[src/rtl/sram_arbiter_pkg.sv]
// rtl/sram_arbiter_pkg.sv - shared encodings and constants for the SRAM arbiter
package sram_arbiter_pkg;

    typedef enum logic [1:0] {
        ST_IDLE   = 2'd0,
        ST_SETUP  = 2'd1,
        ST_ACCESS = 2'd2,
        ST_DONE   = 2'd3
    } state_t;

    typedef enum logic {
        PORT_IF  = 1'b0,
        PORT_MEM = 1'b1
    } port_t;

    localparam logic [15:0] ZERO_WORD     = 16'h0000;
    localparam logic        WRITE_ENABLE  = 1'b1;
    localparam logic        READ_ENABLE   = 1'b0;
    localparam logic        STROBE_ACTIVE = 1'b0;
    localparam logic        STROBE_IDLE   = 1'b1;

endpackage

[src/rtl/sram_arbiter.sv]
// rtl/sram_arbiter.sv - two-port (fetch / data) arbiter for an asynchronous SRAM
module sram_arbiter
    import sram_arbiter_pkg::*;
#(
    parameter int WAIT_CYCLES = 1
) (
    input  logic        clk,
    input  logic        rst,
    input  logic        if_req_i,
    input  logic [15:0] if_addr_i,
    output logic [15:0] if_data_o,
    output logic        if_ready_o,
    input  logic        mem_req_i,
    input  logic        mem_we_i,
    input  logic [15:0] mem_addr_i,
    input  logic [15:0] mem_wdata_i,
    output logic [15:0] mem_rdata_o,
    output logic        mem_ready_o,
    output logic        stall_req_o,
    output logic [15:0] sram_addr_o,
    output logic [15:0] sram_data_o,
    input  logic [15:0] sram_data_i,
    output logic        sram_data_oe_o,
    output logic        sram_ce_n_o,
    output logic        sram_oe_n_o,
    output logic        sram_we_n_o
);

    localparam logic [2:0] WAIT_LOAD = 3'(WAIT_CYCLES);

    state_t      state_q, state_d;
    port_t       port_q, port_d;
    logic        we_q, we_d;
    logic [15:0] addr_q, addr_d;
    logic [15:0] wdata_q, wdata_d;
    logic [15:0] hold_q;
    logic [2:0]  cnt_q;
    logic        grant;

    always_ff @(posedge clk or negedge rst) begin
        if (!rst) begin
            state_q <= ST_IDLE;
            port_q  <= PORT_IF;
            we_q    <= READ_ENABLE;
            addr_q  <= ZERO_WORD;
            wdata_q <= ZERO_WORD;
            hold_q  <= ZERO_WORD;
            cnt_q   <= 3'd0;
        end else begin
            state_q <= state_d;
            port_q  <= port_d;
            we_q    <= we_d;
            addr_q  <= addr_d;
            wdata_q <= wdata_d;
            if (state_q == ST_SETUP)
                cnt_q <= WAIT_LOAD;
            else if (state_q == ST_ACCESS && cnt_q != 3'd0)
                cnt_q <= cnt_q - 3'd1;
            // Sample on the final access edge while OE is still asserted
            if (state_q == ST_ACCESS && cnt_q == 3'd0 && we_q == READ_ENABLE)
                hold_q <= sram_data_i;
        end
    end

    always_comb begin
        state_d = state_q;
        port_d  = port_q;
        we_d    = we_q;
        addr_d  = addr_q;
        wdata_d = wdata_q;
        grant   = 1'b0;
        case (state_q)
            ST_IDLE: begin
                if (mem_req_i) begin
                    grant  = 1'b1;
                    port_d = PORT_MEM;
                end else if (if_req_i) begin
                    grant  = 1'b1;
                    port_d = PORT_IF;
                end
            end
            ST_SETUP:  state_d = ST_ACCESS;
            ST_ACCESS: if (cnt_q == 3'd0) state_d = ST_DONE;
            ST_DONE: begin
                // The port just served is excluded so a waiting peer cannot starve
                state_d = ST_IDLE;
                if (port_q == PORT_IF && mem_req_i) begin
                    grant  = 1'b1;
                    port_d = PORT_MEM;
                end else if (port_q == PORT_MEM && if_req_i) begin
                    grant  = 1'b1;
                    port_d = PORT_IF;
                end
            end
            default: state_d = ST_IDLE;
        endcase
        if (grant) begin
            state_d = ST_SETUP;
            if (port_d == PORT_MEM) begin
                we_d    = mem_we_i;
                addr_d  = mem_addr_i;
                wdata_d = mem_wdata_i;
            end else begin
                we_d    = READ_ENABLE;
                addr_d  = if_addr_i;
                wdata_d = ZERO_WORD;
            end
        end
    end

    always_comb begin
        sram_ce_n_o    = STROBE_IDLE;
        sram_oe_n_o    = STROBE_IDLE;
        sram_we_n_o    = STROBE_IDLE;
        sram_data_oe_o = 1'b0;
        case (state_q)
            ST_SETUP, ST_ACCESS: begin
                sram_ce_n_o = STROBE_ACTIVE;
                if (we_q == WRITE_ENABLE) begin
                    sram_data_oe_o = 1'b1;
                    if (state_q == ST_ACCESS) sram_we_n_o = STROBE_ACTIVE;
                end else begin
                    sram_oe_n_o = STROBE_ACTIVE;
                end
            end
            ST_DONE: begin
                sram_ce_n_o    = STROBE_ACTIVE;
                sram_data_oe_o = (we_q == WRITE_ENABLE);
            end
            default: ;
        endcase
    end

    assign sram_addr_o = addr_q;
    assign sram_data_o = wdata_q;
    assign if_ready_o  = (state_q == ST_DONE) && (port_q == PORT_IF);
    assign mem_ready_o = (state_q == ST_DONE) && (port_q == PORT_MEM);
    assign if_data_o   = if_ready_o  ? hold_q : ZERO_WORD;
    assign mem_rdata_o = mem_ready_o ? hold_q : ZERO_WORD;
    assign stall_req_o = (if_req_i & ~if_ready_o) | (mem_req_i & ~mem_ready_o);

endmodule

[config.mk]
export PLATFORM = sky130hd
export DESIGN_NAME = sram_arbiter
export DESIGN_NICKNAME = d
export VERILOG_FILES = /design/src/rtl/sram_arbiter_pkg.sv /design/src/rtl/sram_arbiter.sv
export SDC_FILE = /design/constraint.sdc
export NUM_CORES = 1
export LEC_CHECK = 0
export CAP_MARGIN = 15
export CORE_ASPECT_RATIO = 1.1
export CORE_UTILIZATION = 43
export CTS_CLUSTER_DIAMETER = 120
export DETAILED_ROUTE_END_ITERATION = 10
export GPL_TIMING_DRIVEN = 0
export PLACE_DENSITY = 0.93
export REMOVE_ABC_BUFFERS = 1
export SETUP_SLACK_MARGIN = 0.5
export SLEW_MARGIN = 20
export SYNTH_ARGS = -nofsm -noshare
export SYNTH_HDL_FRONTEND = slang
export SYNTH_SLANG_ARGS = --single-unit
export TNS_END_PERCENT = 20
[constraint.sdc]
create_clock -name clk -period 6.39 [get_ports clk]
set_input_delay 0.639 -clock clk [delete_from_list [all_inputs] [get_ports clk]]
set_output_delay 0.639 -clock clk [all_outputs]
set_load 0.02 [all_outputs]
==> metrics <==
fill count 455; startpoint types flip-flop; Reg-to-Reg End sram_addr_o[3]; initial core utilization 0.457; Final Skew 0.00132 ns; Final WS setup 3.27 ns; RSZ-0062 raised after global routing no; Post-Synthesis Cells 268; cts hold-fix bufs 0; total of warnings raised by yosys 0; sequential fraction of the synthesis area 0.509; # H-tree levels 2; area leader, netlist dfrtp_1; Via density 5.00; wire length per cell 13.6 um; Pwr Density between 400 and 500 nW/um^2; post-CTS resize count 0; CTS clock-pin slew for the worst setup and hold paths roughly 0.090 ns; commonest non-fill, non-tap cells in the layout 138 x clkdlybuf4s50_1, 55 x dfrtp_1, 51 x nand2_1; Total Wirelength roughly 6500 um; drt pass-1 iters 4; status finished, final reports clean; top post-synthesis cells by area dfrtp_1 51%, nand2_1 7.1%, mux2_2 6.7%, mux2i_1 5.9%, and2_1 3.7%; worst slew pin tran 0.892 ns; Worst R2R Start state_q[0]; Clock Path Buffers 2; Worst VDD drop about 0.21 mV; CTS tree built; Max Cap Violations 0; WP data required 5.75 ns; leakage between 0.0015 and 0.002 uW; worst min path class in2async; Clk Latency, worst-skew pair between 0.2 and 0.3 ns; Die ar. 6600 um^2; met3 Usage GRT 0.0634; # port buffers 139; R2R cell count 7; Final setup viols 0; placed cell area 4130 um^2; worst slack, placed 3.49 ns; FF-to-FF setup slack 3.62 ns; Post-route DRC 0; relative slew slack 0.406; Setup TNS Final 0 ns; Area Overhead vs Synth 56.7%; period utilisation layout 0.488; initial antenna violation count 0; I/O pin total 140; post-DP HPWL 5010 um; TritonCTS buffer count 5; top-area cell type share of the netlist area 0.509; Period minus WS final 3.12 ns; Die W 77.6 um; unique cell type count in the Yosys netlist 29; Detail Route Antenna Nets 0; Syn Area/Cell about 10 um^2; Arr. time, crit path between 2 and 2.5 ns; Site Rows 29; max frequency between 300 and 400 MHz; commonest non-fill, non-tap cell in the layout clkdlybuf4s50_1; Vias between 2000 and 2500; Core Region ~6000 um^2; ratio of cells with drive above 1 in the final layout 0.0796; GR Layer Usage met1 0.229; FF+latch area roughly 1400 um^2; Placer Congestion 0.784; fin area 4230 um^2; most used routing layer met2; Clock Root Buffer clkbuf_8; grt ovf 0; mapped cell area 2700 um^2; ant diodes 0; Setup crit end kind primary output; critical path class reg2out; GRT Util Overall 0.211; vias in the first global route 2413; die height 85.1 um; met2 GRT Util 0.394; largest net degree at the start of global routing 56; first-pass GRT wire length 10900 um; max-slew violations 0; Post-CTS Setup Bufs 0; DRT iter0 DRCs between 80 and 90; Hold Vio Cnt, Final 0; CTS Sinks 55; CP max FO 21; nets 478; area of the multi-input gates around 1200 um^2; Seq cells post-synth 55
## cells in the mapped netlist (all sizes together)
library cell and n:
dfrtp 55, nand2 51, o21ai 22, nand3 18, and2 16, and3 16, mux2 16, mux2i 16
clkbuf 9, inv 9, ha 8, a21oi 7, buf 6, nor2 6, nand2b 3, nor2b 2
nor3 2, a21o 1, a311oi 1, and2b 1, nand3b 1, or4 1, xnor2 1
## sequential cells by signal, indices dropped and copies added (netlist names)
signal	cells
we_q	1
sram_addr_o	16
port_q	1
hold_q	16
state_q	2
cnt_q	3
sram_data_o	16
## worst max-delay path: stages, from the launching register on
cell             delay [ns]
dfrtp_1                0.43
ha_1                   0.58
and2b_4                0.38
and2_1                 0.18
clkdlybuf4s50_1        0.60
## per-stage QoR
step / utilization / power, uW / instances / hold slack, ns
after floorplan: - / 1270 / 253 / 0.343
after global placement: 0.694 / 1700 / 469 / 0.449
after detailed placement: 0.699 / 1780 / 471 / 0.455
after CTS: 0.716 / 1990 / 479 / 0.401
after global routing: 0.716 / 2110 / 479 / 0.419
final: 0.716 / 1960 / 479 / 0.374
## worst max-delay path by stage
| stage | from | end | slack (ns) | cells after the start |
|---|---|---|---|---|
| global route | state_q[0] | if_data_o[12] | 3.09 | 4 |
| finish | state_q[0] | if_data_o[0] | 3.27 | 4 |
| global placement | mem_req_i | sram_addr_o[3] | 3.00 | 5 |
| detailed placement | mem_req_i | sram_addr_o[3] | 3.49 | 7 |
| CTS | state_q[1] | if_data_o[0] | 3.26 | 4 |
| floorplan | state_q[0] | sram_addr_o[10] | 3.75 | 6 |
## final cells by class
class,count,share of cell area
Inverter,9,0.00798
Timing Repair Buffer,141,0.335
Clock buffer,8,0.0236
Multi-Input combinational cell,189,0.285
Sequential cell,55,0.325
Tap cell,77,0.0228
## layer usage
layer | up-vias | part of all wire
met5 | - | 0
met4 | 0 | 0.0075
met3 | 4 | 0.085
met2 | 102 | 0.51
met1 | 1126 | 0.39
li1 | 1165 | -
## power breakdown
group          total, uW  leakage, uW  switching (uW)  internal, uW
logic               1170      0.00118             627           542
registers            590     0.000688            94.1           496
clock network        202    0.0000515             103          99.1
total               1960      0.00192             824          1140
## logic make-up (layout without fill, tap and decap cells)
kind of cell	after synthesis	after routing	synth area share
AND/OR/NAND/NOR	117	117	0.211
flip-flops	55	55	0.509
multiplexers	32	32	0.126
AO/OA/AOI/OAI	31	31	0.0690
buffers and inverters	24	158	0.0440
adder cells (fa/ha/maj)	8	8	0.0371
XOR/XNOR	1	1	0.00324
(Power assumes the default switching activity.)
